<file path="src/rtl/io_bank_ctrl.sv">
// io_bank_ctrl: memory-mapped register bank for board I/O.
// Holds LED, seven-segment and LCD output registers, and a debounced switch
// input with a sticky change flag. Bus reads answer one cycle after acceptance.
module io_bank_ctrl #(
    parameter int unsigned NUM_HEX = 8,
    parameter int unsigned SW_W    = 32,
    parameter int unsigned DEB_CYC = 16
) (
    input  logic                   clk_i,
    input  logic                   rst_ni,
    input  logic                   req_valid_i,
    output logic                   req_ready_o,
    input  logic                   req_we_i,
    input  logic [11:0]            req_addr_i,
    input  logic [31:0]            req_wdata_i,
    input  logic [3:0]             req_be_i,
    output logic                   rsp_valid_o,
    input  logic                   rsp_ready_i,
    output logic [31:0]            rsp_rdata_o,
    output logic                   rsp_err_o,
    input  logic [SW_W-1:0]        io_sw_i,
    output logic [31:0]            io_ledr_o,
    output logic [31:0]            io_ledg_o,
    output logic [31:0]            io_lcd_o,
    output logic [NUM_HEX*32-1:0]  io_hex_o,
    output logic                   sw_irq_o
);

    // Word addresses (byte address >> 2)
    localparam logic [9:0]  W_LEDR   = 10'd0;
    localparam logic [9:0]  W_LEDG   = 10'd4;
    localparam logic [9:0]  W_HEX0   = 10'd8;
    localparam logic [9:0]  W_LCD    = 10'd16;
    localparam logic [9:0]  W_SW     = 10'd32;
    localparam logic [9:0]  W_CHG    = 10'd33;
    localparam logic [15:0] DEB_LAST = 16'(DEB_CYC - 1);

    logic [9:0]      word;
    logic            accept;
    logic            wr;
    logic            rd;
    logic [31:0]     rd_data;
    logic            rd_err;
    logic [SW_W-1:0] sync1;
    logic [SW_W-1:0] sync_sw;
    logic [SW_W-1:0] sw_stable;
    logic [15:0]     cnt;
    logic            deb_done;
    logic            chg;
    logic            chg_set;
    logic            chg_clr;
    logic            unused_addr;

    function automatic logic [31:0] merge(input logic [31:0] cur,
                                          input logic [31:0] wdata,
                                          input logic [3:0]  be);
        logic [31:0] res;
        res = cur;
        for (int unsigned b = 0; b < 4; b++) begin
            if (be[b]) res[b*8 +: 8] = wdata[b*8 +: 8];
        end
        return res;
    endfunction

    assign word        = req_addr_i[11:2];
    assign unused_addr = ^req_addr_i[1:0];

    // Ready is forced high in reset so the bus never stalls on a response
    // that the reset is about to discard.
    assign req_ready_o = !rst_ni || !rsp_valid_o || rsp_ready_i;
    assign accept      = req_valid_i && req_ready_o;
    assign wr          = accept && req_we_i;
    assign rd          = accept && !req_we_i;

    assign deb_done = (cnt == DEB_LAST);
    assign chg_set  = (sync_sw != sw_stable) && deb_done;
    assign chg_clr  = wr && (word == W_CHG) && req_be_i[0] && req_wdata_i[0];
    assign sw_irq_o = chg;

    // Read data and unmapped-address decode for the current request
    always_comb begin
        rd_data = '0;
        rd_err  = 1'b0;
        case (word)
            W_LEDR:  rd_data = io_ledr_o;
            W_LEDG:  rd_data = io_ledg_o;
            W_LCD:   rd_data = io_lcd_o;
            W_SW:    rd_data[SW_W-1:0] = sw_stable;
            W_CHG:   rd_data[0] = chg;
            default: begin
                rd_err = 1'b1;
                for (int unsigned k = 0; k < NUM_HEX; k++) begin
                    if (word == W_HEX0 + 10'(k)) begin
                        rd_data = io_hex_o[k*32 +: 32];
                        rd_err  = 1'b0;
                    end
                end
            end
        endcase
    end

    // Output registers, byte-lane writes on accepted requests
    always_ff @(posedge clk_i) begin
        if (!rst_ni) begin
            io_ledr_o <= '0;
            io_ledg_o <= '0;
            io_lcd_o  <= '0;
            io_hex_o  <= '0;
        end else if (wr) begin
            if (word == W_LEDR) io_ledr_o <= merge(io_ledr_o, req_wdata_i, req_be_i);
            if (word == W_LEDG) io_ledg_o <= merge(io_ledg_o, req_wdata_i, req_be_i);
            if (word == W_LCD)  io_lcd_o  <= merge(io_lcd_o,  req_wdata_i, req_be_i);
            for (int unsigned k = 0; k < NUM_HEX; k++) begin
                if (word == W_HEX0 + 10'(k))
                    io_hex_o[k*32 +: 32] <= merge(io_hex_o[k*32 +: 32], req_wdata_i, req_be_i);
            end
        end
    end

    // Read response register: loads on a read, held until the consumer takes it
    always_ff @(posedge clk_i) begin
        if (!rst_ni) begin
            rsp_valid_o <= 1'b0;
            rsp_rdata_o <= '0;
            rsp_err_o   <= 1'b0;
        end else if (rd) begin
            rsp_valid_o <= 1'b1;
            rsp_rdata_o <= rd_data;
            rsp_err_o   <= rd_err;
        end else if (rsp_ready_i) begin
            rsp_valid_o <= 1'b0;
        end
    end

    // Switch synchroniser, shared-counter debounce and sticky change flag
    always_ff @(posedge clk_i) begin
        if (!rst_ni) begin
            sync1     <= '0;
            sync_sw   <= '0;
            sw_stable <= '0;
            cnt       <= '0;
            chg       <= 1'b0;
        end else begin
            sync1   <= io_sw_i;
            sync_sw <= sync1;
            if (sync_sw == sw_stable) begin
                cnt <= '0;
            end else if (deb_done) begin
                sw_stable <= sync_sw;
                cnt       <= '0;
            end else begin
                cnt <= cnt + 16'd1;
            end
            if (chg_set)      chg <= 1'b1;
            else if (chg_clr) chg <= 1'b0;
        end
    end

endmodule
</file>
<file path="config.mk">
export PLATFORM = sky130hd
export DESIGN_NAME = io_bank_ctrl
export DESIGN_NICKNAME = d
export VERILOG_FILES = /design/src/rtl/io_bank_ctrl.sv
export SDC_FILE = /design/constraint.sdc
export NUM_CORES = 1
export LEC_CHECK = 0
export CORE_MARGIN = 2
export CORE_UTILIZATION = 55
export CTS_BUF_LIST = sky130_fd_sc_hd__clkbuf_4 sky130_fd_sc_hd__clkbuf_8
export DETAILED_ROUTE_END_ITERATION = 16
export GPL_ROUTABILITY_DRIVEN = 0
export HOLD_SLACK_MARGIN = 0.06
export PLACE_DENSITY = 0.91
export SLEW_MARGIN = 40
export SYNTH_ARGS = -nofsm -noshare
export SYNTH_HDL_FRONTEND = slang
export SYNTH_SLANG_ARGS = --single-unit
</file>
<file path="constraint.sdc">
create_clock -name clk_i -period 7 [get_ports clk_i]
set_input_delay 1.4 -clock clk_i [delete_from_list [all_inputs] [get_ports clk_i]]
set_output_delay 1.4 -clock clk_i [all_outputs]
set_load 0.03 [all_outputs]
</file>
# After elaboration in Yosys (flattened, before gate mapping)
# Cells that the tools add are included.
[classes] add_sub_neg=1 eq_ne=15 n_mux=23 bitwise=2 reduce_logical=62
[op_table] cell="32-bit 2-to-1 mux" count=8
[op_table] cell="31-bit one-hot mux with 5 select lines" count=1
[op_table] cell="3-bit AND reduction" count=44
[op_table] cell="10-bit by 4-bit equality test with 1-bit output (second input constant)" count=8
[op_table] cell="32-bit equality test" count=1
[op_table] cell="32-bit != test" count=1
[op_table] cell="10-bit by 6-bit equality test with 1-bit output (second input constant)" count=2
[op_table] cell="16-bit by 1-bit adder with 16-bit output (second input constant)" count=1
[op_table] cell="16-bit by 4-bit equality test with 1-bit output (second input constant)" count=1
[op_table] cell="1-bit 2-to-1 mux" count=13
[op_table] cell="10-bit by 3-bit equality test with 1-bit output (second input constant)" count=1
[op_table] cell="10-bit by 5-bit equality test with 1-bit output (second input constant)" count=1
[op_table] cell="10-bit logical NOT" count=1
[op_table] cell="1-bit logical AND" count=7
[op_table] cell="1-bit one-hot mux with 5 select lines" count=1
[op_table] cell="5-bit OR reduction" count=1
[op_table] cell="2-bit nonzero test" count=2
[op_table] cell="1-bit logical NOT" count=3
[op_table] cell="3-bit OR reduction" count=1
[op_table] cell="1-bit logical OR" count=2
[op_table] cell="1-bit inverter" count=2
[op_table] cell="2-bit AND reduction" count=1
[totals] register_bits=499 inputBits=85 out_inout_bits=388 elab_cells=155

# Depth between registers and ports, before layout
# Gate-level depths: netlist of run 1.
[logic_depth] ltp_word=10 depth_mapped=9 depth_no_buf=6

# Worst setup path after synthesis of run 1
# No wires, ideal clock.
[synth_timing] kind="input -> register" from="in req_addr_i[6]" to="reg rsp_rdata_o[11]" setup_time_ns=0.124 arrival_ns=3.099 required_ns=6.876 path_slack_ns=3.777 stages=8 n_path_buf=3 path_cell_list="or4_1 buf_6 or4_4 buf_6 buf_6 nor2_1 or3b_2 o22ai_1"
[synth_via] elab_chain_len=10 elab_cells_between_ends=22 cone_classes="eq/ne: 12; mux: 9; reduce/logical: 1"
[synth_rtl] item="start, declared" line="14" rtl="input logic [11:0] req_addr_i,"
[synth_rtl] item="10-bit by 4-bit equality test with 1-bit output" line="93" rtl="if (word == W_HEX0 + 10'(k)) begin"
[synth_rtl] item="32-bit 2-to-1 mux (8 in a row)" line="93"
[synth_rtl] item="31-bit one-hot mux with 5 select lines *" line="84" rtl="case (word)"
[synth_rtl] item="end signal, assigned" line="128" rtl="rsp_rdata_o <= rd_data;"
[synth_rtl] item="end, declared" line="19" rtl="output logic [31:0] rsp_rdata_o,"
# Mark *: on every way between the ends. The rest lies on a longest branch, timed or not.
# A chain may end at the register's enable or synchronous reset.

# Worst setup path after layout of run 1
[layout_timing] from="in rst_ni" to="out req_ready_o"
[layout_via] elab_chain_len=3
[layout_rtl] item="start, declared" line="10" rtl="input logic rst_ni,"
[layout_rtl] item="1-bit logical NOT"
[layout_rtl] item="1-bit logical OR (2 in a row)" line="70" rtl="assign req_ready_o = !rst_ni || !rsp_valid_o || rsp_ready_i;"
[layout_rtl] item="end, declared" line="12" rtl="output logic req_ready_o,"
# No other way between the ends.

==> impl_metrics.toml, run 1 <==
[final_layout]
num-fill-cells = 2879
final_cell_mix = "dfxtp_1, clkdlybuf4s50_1, mux2i_1, nand2_1, nor2b_1"
final_common_cell = "dfxtp_1"
diodes = 0
drive_gt1_frac = 0.0994
nNetsFinal = 2895
area_growth_syn_to_layout_pct = 28.5

[cts]
root_buffer = "clkbuf_8"
insertion_delay_ps = 660
cts_tree = "built"
cts_setup_buffers = 0
clock_path_buffers = 3
holdBufCountCts = 0
cts_sinks = 499
cts_resized = 0
cts_made_buffers = 80
htree_levels = 3
cts.clk_slew.worst_paths_ps = 60

[critical_path]
crit_chain = "buf_8, nand3b_1, clkdlybuf4s50_1"
cp-start-kind = "input pin"
rr_worst_depth = 5
slowest_delay_ps = 800
regToRegSetupSlack_ps = 3860
path_buf_inv = 2
cp.arrival_ps = 3510
timing.rr.start = "rsp_valid_o"
cp-end-kind = "output pin"
cp.required_ps = 5600
crit_fanout = 163
slowest_stage = "clkdlybuf4s50_1"
critPathKind = "in2out"
crit_start = "rst_ni"
critPathTopFamily = "buffers and inverters"
r2r_end = "io_ledr_o[18]"

[pwr]
ir_worst_vdd_mv = 0.148
power.leakage_nw = 9.83
power_density_nw_per_um2 = 206

[grt]
first_global_vias = 20500
grt_pass1_wl_um = 123000
gr-total-overflow = 0
grt_use_total = 0.366
antenna_found_initial = 3
grt_max_degree = 258

[drt]
firstDrtPassIters = 6
via_per_inst = 6.11
antenna_left = 0
drt_iter0_markers = 2197
vias = 20800
detail_route.wl_per_cell_um = 24.5
drc = 0
drt-total-wl_um = 83300

[timing]
fin_tns_setup_ps = 0
relSlewSlack = 0.409
period_share = 0.702
finalMaxSlewViolations = 0
hold_viol_final = 0
rsz0062_at_grt = "false"
fmax_ghz = 0.203
period_minus_slack_ps = 4910
fin_skew_ps = 26.5
worst_slew_pin_slew_ps = 884
finalSetupViolCount = 0
hold_ws_ps = 425

[synth]
synth-main-ff-cell = "dfxtp_1"
yosysWarnings = 0
ys_seq_area_frac = 0.437
syn_area_sq_um = 22900
synth_fp_nets = 2518
synth_enable_flop_cells = 0
syn_area_per_cell_sq_um = 9.40
ys_async_sr_fraction = 0
netlist_instances = 2432
ys_seq_elements = 499
ys_types = 60

[die]
coreArea_sq_um = 40900
die_height_um = 208
fp.dieW_um = 208
dieArea_sq_um = 43200
fp-row-count = 74
start_util = 0.559
io-pin-count = 473

[place]
dp_hpwl_um = 57500
placement.io_buffers = 470

[min_path]
min_path_type = "reg2reg"
hold_depth = 1
whs_endpoint = "sync_sw[0]"
min_from = "sync1[0]"

[run]
maxCapViolCount = 0

[status]
status = "finished clean"
==> flip-flops by register name, indices dropped and copies added, names as in the netlist <==
register	flops
cnt	16
io_hex_o	256
io_lcd_o	32
io_ledg_o	32
io_ledr_o	32
rsp_err_o	1
rsp_rdata_o	32
rsp_valid_o	1
sw_irq_o	1
sw_stable	32
sync1	32
sync_sw	32
==> synth_stat cells, drive strengths merged, types with 44 or more instances <==
| cell | count | area share |
|---|---|---|
| and2 | 70 | 0.019 |
| buf | 69 | 0.018 |
| a21boi | 105 | 0.037 |
| o22ai | 62 | 0.017 |
| nor2 | 60 | 0.014 |
| clkbuf | 132 | 0.022 |
| nor2b | 278 | 0.076 |
| mux2i | 313 | 0.14 |
| dfxtp | 499 | 0.44 |
| nor3 | 44 | 0.023 |
| o21ai | 97 | 0.021 |
| nand2 | 287 | 0.047 |
| a21oi | 113 | 0.025 |
==> through the flow <==
| step | total power [mW] | util | worst slack, ps | area, sq um | instances |
|---|---|---|---|---|---|
| 2_1_floorplan | 3.21 | - | 3780 | 22900 | 2432 |
| 3_3_place_gp | 3.36 | 0.673 | 2030 | 27500 | 3254 |
| 3_5_place_dp | 3.37 | 0.674 | 1860 | 27600 | 3256 |
| 4_1_cts | 6.03 | 0.716 | 2120 | 29300 | 3396 |
| 5_1_grt | 6.18 | 0.718 | 1920 | 29400 | 3399 |
| 6_report | 6.04 | 0.718 | 2090 | 29400 | 3399 |
==> final cells by class <==
cell class / count / area [sq um] / share of cell area
Sequential cell: 499 / 9990 / 0.340
Clock inverter: 12 / 106 / 0.00362
Multi-Input combinational cell: 1729 / 12000 / 0.409
Clock buffer: 128 / 1640 / 0.0557
Tap cell: 532 / 666 / 0.0227
Timing Repair Buffer: 496 / 4960 / 0.169
Inverter: 3 / 11.3 / 0.000383
==> cells by family after synthesis <==
logic type / count (synthesis) / synth area share
DFF: 499 / 0.437
muxes: 323 / 0.142
and+or+nand+nor: 859 / 0.218
adders and majority gates: 1 / 0.000547
AOI/OAI and AO/OA: 500 / 0.144
buffers and inverters: 204 / 0.0407
xor gates and xnor gates: 46 / 0.0176
==> power breakdown <==
group          leakage (nW)  switching [mW]  internal (mW)
clock                 0.918            1.20           1.52
combinational          4.88           0.269          0.162
sequential             4.04          0.0174           2.87
==> worst max path at each step <==
stage / end / slack (ps) / depth (start not counted)
floorplan: rsp_rdata_o[11] / 3780 / 8
global placement: io_hex_o[88] / 2030 / 7
detailed placement: io_hex_o[89] / 1860 / 7
CTS: req_ready_o / 2120 / 3
global route: req_ready_o / 1920 / 3
finish: req_ready_o / 2090 / 3
==> worst reg2reg max path: stages (launching register included) <==
cell and delay [ps]:
dfxtp_1 330, nand3b_1 550, nand3_2 820, or3_1 920
mux2i_1 320, nor2b_1 80
==> layer usage <==
layer,global-route usage,share of wire,routed length [um]
met1,0.421,0.36,30100
met4,0.265,0.079,6590
met5,0,0.00050,42
met2,0.592,0.46,38400
met3,0.0934,0.099,8220
Note: power is estimated with default switching activity, not from simulation.
==> run 2: changes to the inputs <==
--- a/config.mk
+++ b/config.mk
@@ -6,12 +6,12 @@
 export NUM_CORES = 1
 export LEC_CHECK = 0
 export CORE_MARGIN = 2
-export CORE_UTILIZATION = 55
+export CORE_UTILIZATION = 48
 export CTS_BUF_LIST = sky130_fd_sc_hd__clkbuf_4 sky130_fd_sc_hd__clkbuf_8
 export DETAILED_ROUTE_END_ITERATION = 16
 export GPL_ROUTABILITY_DRIVEN = 0
 export HOLD_SLACK_MARGIN = 0.06
-export PLACE_DENSITY = 0.91
+export PLACE_DENSITY = 0.85
 export SLEW_MARGIN = 40
 export SYNTH_ARGS = -nofsm -noshare
 export SYNTH_HDL_FRONTEND = slang
==> constraint.sdc (replaced) <==
create_clock -name clk_i -period 4.1 [get_ports clk_i]
set_input_delay 0.82 -clock clk_i [delete_from_list [all_inputs] [get_ports clk_i]]
set_output_delay 0.82 -clock clk_i [all_outputs]
set_load 0.03 [all_outputs]
==> run 2 against run 1 <==
Net effect:
- flip-flop and latch count is the same
- non-clock buffer count rose by 21
- count of clock-buffer cells in the layout grew 1
- critical path depth grew 1
- die area up 14%
- global-route usage shrank 3.7 points
==> impl_metrics.toml, run 2 (synthesis results as in run 1) <==
[drt]
drt-total-wl_um = 84300
via_per_inst = 5.84
drc = 0
drt_iter0_markers = 2460
firstDrtPassIters = 6
detail_route.wl_per_cell_um = 24.0
antenna_left = 0
vias = 20500

[status]
status = "finished clean"

[grt]
gr-total-overflow = 0
grt_pass1_wl_um = 125000
grt_max_degree = 179
first_global_vias = 20200
antenna_found_initial = 3
grt_use_total = 0.329

[critical_path]
cp-start-kind = "input pin"
cp.arrival_ps = 2260
regToRegSetupSlack_ps = 1450
crit_chain = "clkdlybuf4s50_1, nand3b_1, buf_4, buf_4"
cp.required_ps = 3280
crit_fanout = 10
crit_top_cell = "buf_4"
cp-end-kind = "output pin"
slowest_stage = "nand3b_1"
slowest_delay_ps = 520
critPathKind = "in2out"

[final_layout]
nNetsFinal = 2920
regMostFlops = "io_hex_o"
largest_reg_flops = 256
drive_gt1_frac = 0.108
final_common_cell = "dfxtp_1"
final_cell_mix = "dfxtp_1, clkdlybuf4s50_1, mux2i_1, nand2_1, nor2b_1"
area_growth_syn_to_layout_pct = 30.1

[timing]
period_minus_slack_ps = 3080
hold_viol_final = 0
fin_tns_setup_ps = 0
hold_ws_ps = 430
worst_slew_pin_slew_ps = 821
rsz0062_at_grt = "false"
period_share = 0.752
fin_skew_ps = 27.5
relSlewSlack = 0.451
fmax_ghz = 0.325
finalSetupViolCount = 0
finalMaxSlewViolations = 0

[cts]
htree_levels = 3
clock_path_buffers = 3
cts_made_buffers = 84
cts_resized = 0
cts_setup_buffers = 0
holdBufCountCts = 0
insertion_delay_ps = 680
cts_tree = "built"
root_buffer = "clkbuf_8"
cts.clk_slew.worst_paths_ps = 60
cts_sinks = 499

[place]
placement.io_buffers = 470
dp_hpwl_um = 59300

[die]
fp.dieW_um = 222
fp-row-count = 79
dieArea_sq_um = 49400
die_height_um = 222
start_util = 0.489
coreArea_sq_um = 46800
io-pin-count = 473

[pwr]
power_density_nw_per_um2 = 350
ir_worst_vdd_mv = 0.290
power.leakage_nw = 9.98

[min_path]
min_path_type = "reg2reg"

[run]
maxCapViolCount = 0
run 2: cell type report:
| cell class | instances | area, sq um |
|---|---|---|
| Sequential cell | 499 | 9990 |
| Tap cell | 607 | 759 |
| Clock buffer | 129 | 1620 |
| Fill cell | 3768 | 17000 |
| Timing Repair Buffer | 517 | 5180 |
| Inverter | 3 | 11.3 |
| Antenna cell | 4 | 10.0 |
| Multi-Input combinational cell | 1729 | 12000 |
| Clock inverter | 22 | 173 |
run 2: per-stage QoR:
step	setup WS, ps	power (mW)	util	std cells	instance area, sq um
5_1_grt	931	10.7	0.636	3507	29700
6_report	1020	10.4	0.636	3510	29700
4_1_cts	994	10.4	0.636	3505	29700
3_3_place_gp	603	5.76	0.596	3353	27900
2_1_floorplan	1460	5.47	-	2432	22900
3_5_place_dp	552	5.78	0.597	3354	27900
run 2: routing by layer:
layer  track usage  up-vias  part of all wire
met5             0        -                 0
met4         0.175        0             0.057
met3        0.0815      269             0.089
met2         0.548     1116              0.47
met1         0.393     9850              0.38
li1              -     9265                 -
run 2: worst max-delay path, delay by kind of cell:
kind | cells | cell delay (ps)
simple gates | 1 | 520
buf+inv | 3 | 910
run 2: power breakdown:
part | leakage (nW) | internal (mW) | switching, mW | total (mW)
Clock | 0.950 | 2.65 | 2.08 | 4.73
Combinational | 5.00 | 0.290 | 0.465 | 0.755
Sequential | 4.04 | 4.90 | 0.0301 | 4.93
run 2: path summary, 6_finish.rpt:
kind	startpoint	end	cells after the start
max	rsp_ready_i	req_ready_o	4
min	sync1[21]	sync_sw[21]	1
max reg2reg	sw_stable[8]	sw_irq_o	6
min reg2reg	sync1[21]	sync_sw[21]	1
==> run 3: changes to the inputs <==
--- a/config.mk
+++ b/config.mk
@@ -6,12 +6,12 @@
 export NUM_CORES = 1
 export LEC_CHECK = 0
 export CORE_MARGIN = 2
-export CORE_UTILIZATION = 48
+export CORE_UTILIZATION = 53
 export CTS_BUF_LIST = sky130_fd_sc_hd__clkbuf_4 sky130_fd_sc_hd__clkbuf_8
 export DETAILED_ROUTE_END_ITERATION = 16
 export GPL_ROUTABILITY_DRIVEN = 0
 export HOLD_SLACK_MARGIN = 0.06
-export PLACE_DENSITY = 0.85
+export PLACE_DENSITY = 0.88
 export SLEW_MARGIN = 40
 export SYNTH_ARGS = -nofsm -noshare
 export SYNTH_HDL_FRONTEND = slang
==> constraint.sdc (replaced) <==
create_clock -name clk_i -period 3.1 [get_ports clk_i]
set_input_delay 0.62 -clock clk_i [delete_from_list [all_inputs] [get_ports clk_i]]
set_output_delay 0.62 -clock clk_i [all_outputs]
set_load 0.03 [all_outputs]
==> run 3 against run 2 <==
Net effect:
- clock skew is 6.9 ps lower
- die area down 9.3%
- routed wire length down 0.91%
- final area is 2.2% higher
- worst setup slack lost 520 ps
==> impl_metrics.toml, run 3 (synthesis results as in run 1) <==
[drt]
vias = 21100
drt_iter0_markers = 1934
drt-total-wl_um = 83500
via_per_inst = 6.00
antenna_left = 0
drc = 0
detail_route.wl_per_cell_um = 23.8
firstDrtPassIters = 6

[final_layout]
drive_gt1_frac = 0.127
final_util = 0.710
area_growth_syn_to_layout_pct = 32.9
regMostFlops = "io_hex_o"
largest_reg_flops = 256
nNetsFinal = 2985
final_cell_mix = "dfxtp_1, clkdlybuf4s50_1, mux2i_1, nand2_1, nor2b_1"
final_cell_area_sq_um = 30400
final_common_cell = "dfxtp_1"

[die]
fp.dieW_um = 212
coreArea_sq_um = 42800
fp-row-count = 76
dieArea_sq_um = 44800
start_util = 0.534
die_height_um = 212
io-pin-count = 473

[critical_path]
crit_fanout = 8
r2r_end = "sw_irq_o"
cp.arrival_ps = 3140
critPathKind = "in2reg"
cp-end-kind = "flip-flop"
cp-start-kind = "input pin"
timing.rr.start = "sw_stable[8]"
rr_worst_depth = 6
regToRegSetupSlack_ps = 560
cp.required_ps = 3640

[cts]
cts_made_buffers = 82
cts_resized = 0
cts_setup_buffers = 0
cts.clk_slew.worst_paths_ps = 60
cts_tree = "built"
htree_levels = 3
holdBufCountCts = 0
root_buffer = "clkbuf_8"
cts_sinks = 499
insertion_delay_ps = 660
clock_path_buffers = 3

[timing]
hold_ws_ps = 374
finalSetupViolCount = 0
hold_viol_final = 0
fin_skew_ps = 20.6
period_share = 0.841
period_minus_slack_ps = 2610
finalMaxSlewViolations = 0
relSlewSlack = 0.468
fin_tns_setup_ps = 0
timing.final.ws_setup_ps = 494
worst_slew_pin_slew_ps = 798
fmax_ghz = 0.384
rsz0062_at_grt = "false"

[run]
maxCapViolCount = 0

[place]
place_area_sq_um = 28600
placement.io_buffers = 470
dp_hpwl_um = 59600
pre_cts_ws_ps = -136

[min_path]
min_path_type = "in2reg"
min_from = "rst_ni"
hold_depth = 2
whs_endpoint = "io_hex_o[110]"

[grt]
grt_pass1_wl_um = 125000
gr-total-overflow = 0
grt_max_degree = 186
grt_use_total = 0.365
antenna_found_initial = 7
first_global_vias = 20900

[status]
status = "finished clean"

[pwr]
power_density_nw_per_um2 = 454
ir_worst_vdd_mv = 0.413
power.leakage_nw = 10.4
-- run 3: cell types whose count changed in the layout (fill, tap and decap cells not counted), moves of 2 or more --
cell | before | now
buf_4 | 38 | 87
buf_12 | 9 | 29
clkinv_2 | 15 | 5
clkbuf_4 | 25 | 34
clkbuf_8 | 104 | 100
diode_2 | 4 | 7
clkinvlp_4 | 5 | 3
-- run 3: worst max path at each step --
stage	to	cells after the start	slack (ps)	from
global placement	io_ledr_o[30]	9	-20	req_addr_i[6]
finish	io_ledr_o[27]	9	490	req_addr_i[6]
detailed placement	io_hex_o[107]	8	-140	req_addr_i[6]
floorplan	rsp_rdata_o[11]	8	660	req_addr_i[6]
global route	io_hex_o[109]	8	430	req_addr_i[6]
CTS	io_ledr_o[27]	9	560	req_addr_i[6]
-- run 3: area by class of cell --
type,instances,area (sq um)
Tap cell,546,683
Multi-Input combinational cell,1729,12000
Sequential cell,499,9990
Inverter,3,11.3
Clock inverter,13,158
Antenna cell,7,17.5
Clock buffer,134,1630
Fill cell,3041,12400
Timing Repair Buffer,584,5910
-- run 3: metal layers --
layer / up-vias / track usage / part of all wire / wire (um)
met5: - / 0 / 0.00019 / 16
met4: 2 / 0.212 / 0.060 / 4990
met3: 306 / 0.110 / 0.10 / 8500
met2: 1254 / 0.602 / 0.47 / 39600
met1: 10100 / 0.419 / 0.36 / 30400
li1: 9415 / - / - / -
-- run 3: stage by stage --
| stage | cells | total power, mW |
|---|---|---|
| 2_1_floorplan | 2432 | 7.24 |
| 4_1_cts | 3508 | 13.8 |
| 6_report | 3515 | 13.8 |
| 3_3_place_gp | 3361 | 7.62 |
| 3_5_place_dp | 3361 | 7.64 |
| 5_1_grt | 3511 | 14.2 |
-- run 3: critical path: stages --
cell             delay (ps)
clkdlybuf4s50_1         540
buf_4                   220
nor4_4                  400
nand4b_1                270
buf_12                  230
or3_1                   380
buf_4                   210
mux2i_1                 190
nor2b_1                  80
-- run 3: power by group --
part | leakage [nW] | switching [mW] | internal, mW
Combinational | 5.40 | 0.614 | 0.392
Sequential | 4.04 | 0.0388 | 6.48
Clock | 0.948 | 2.71 | 3.58
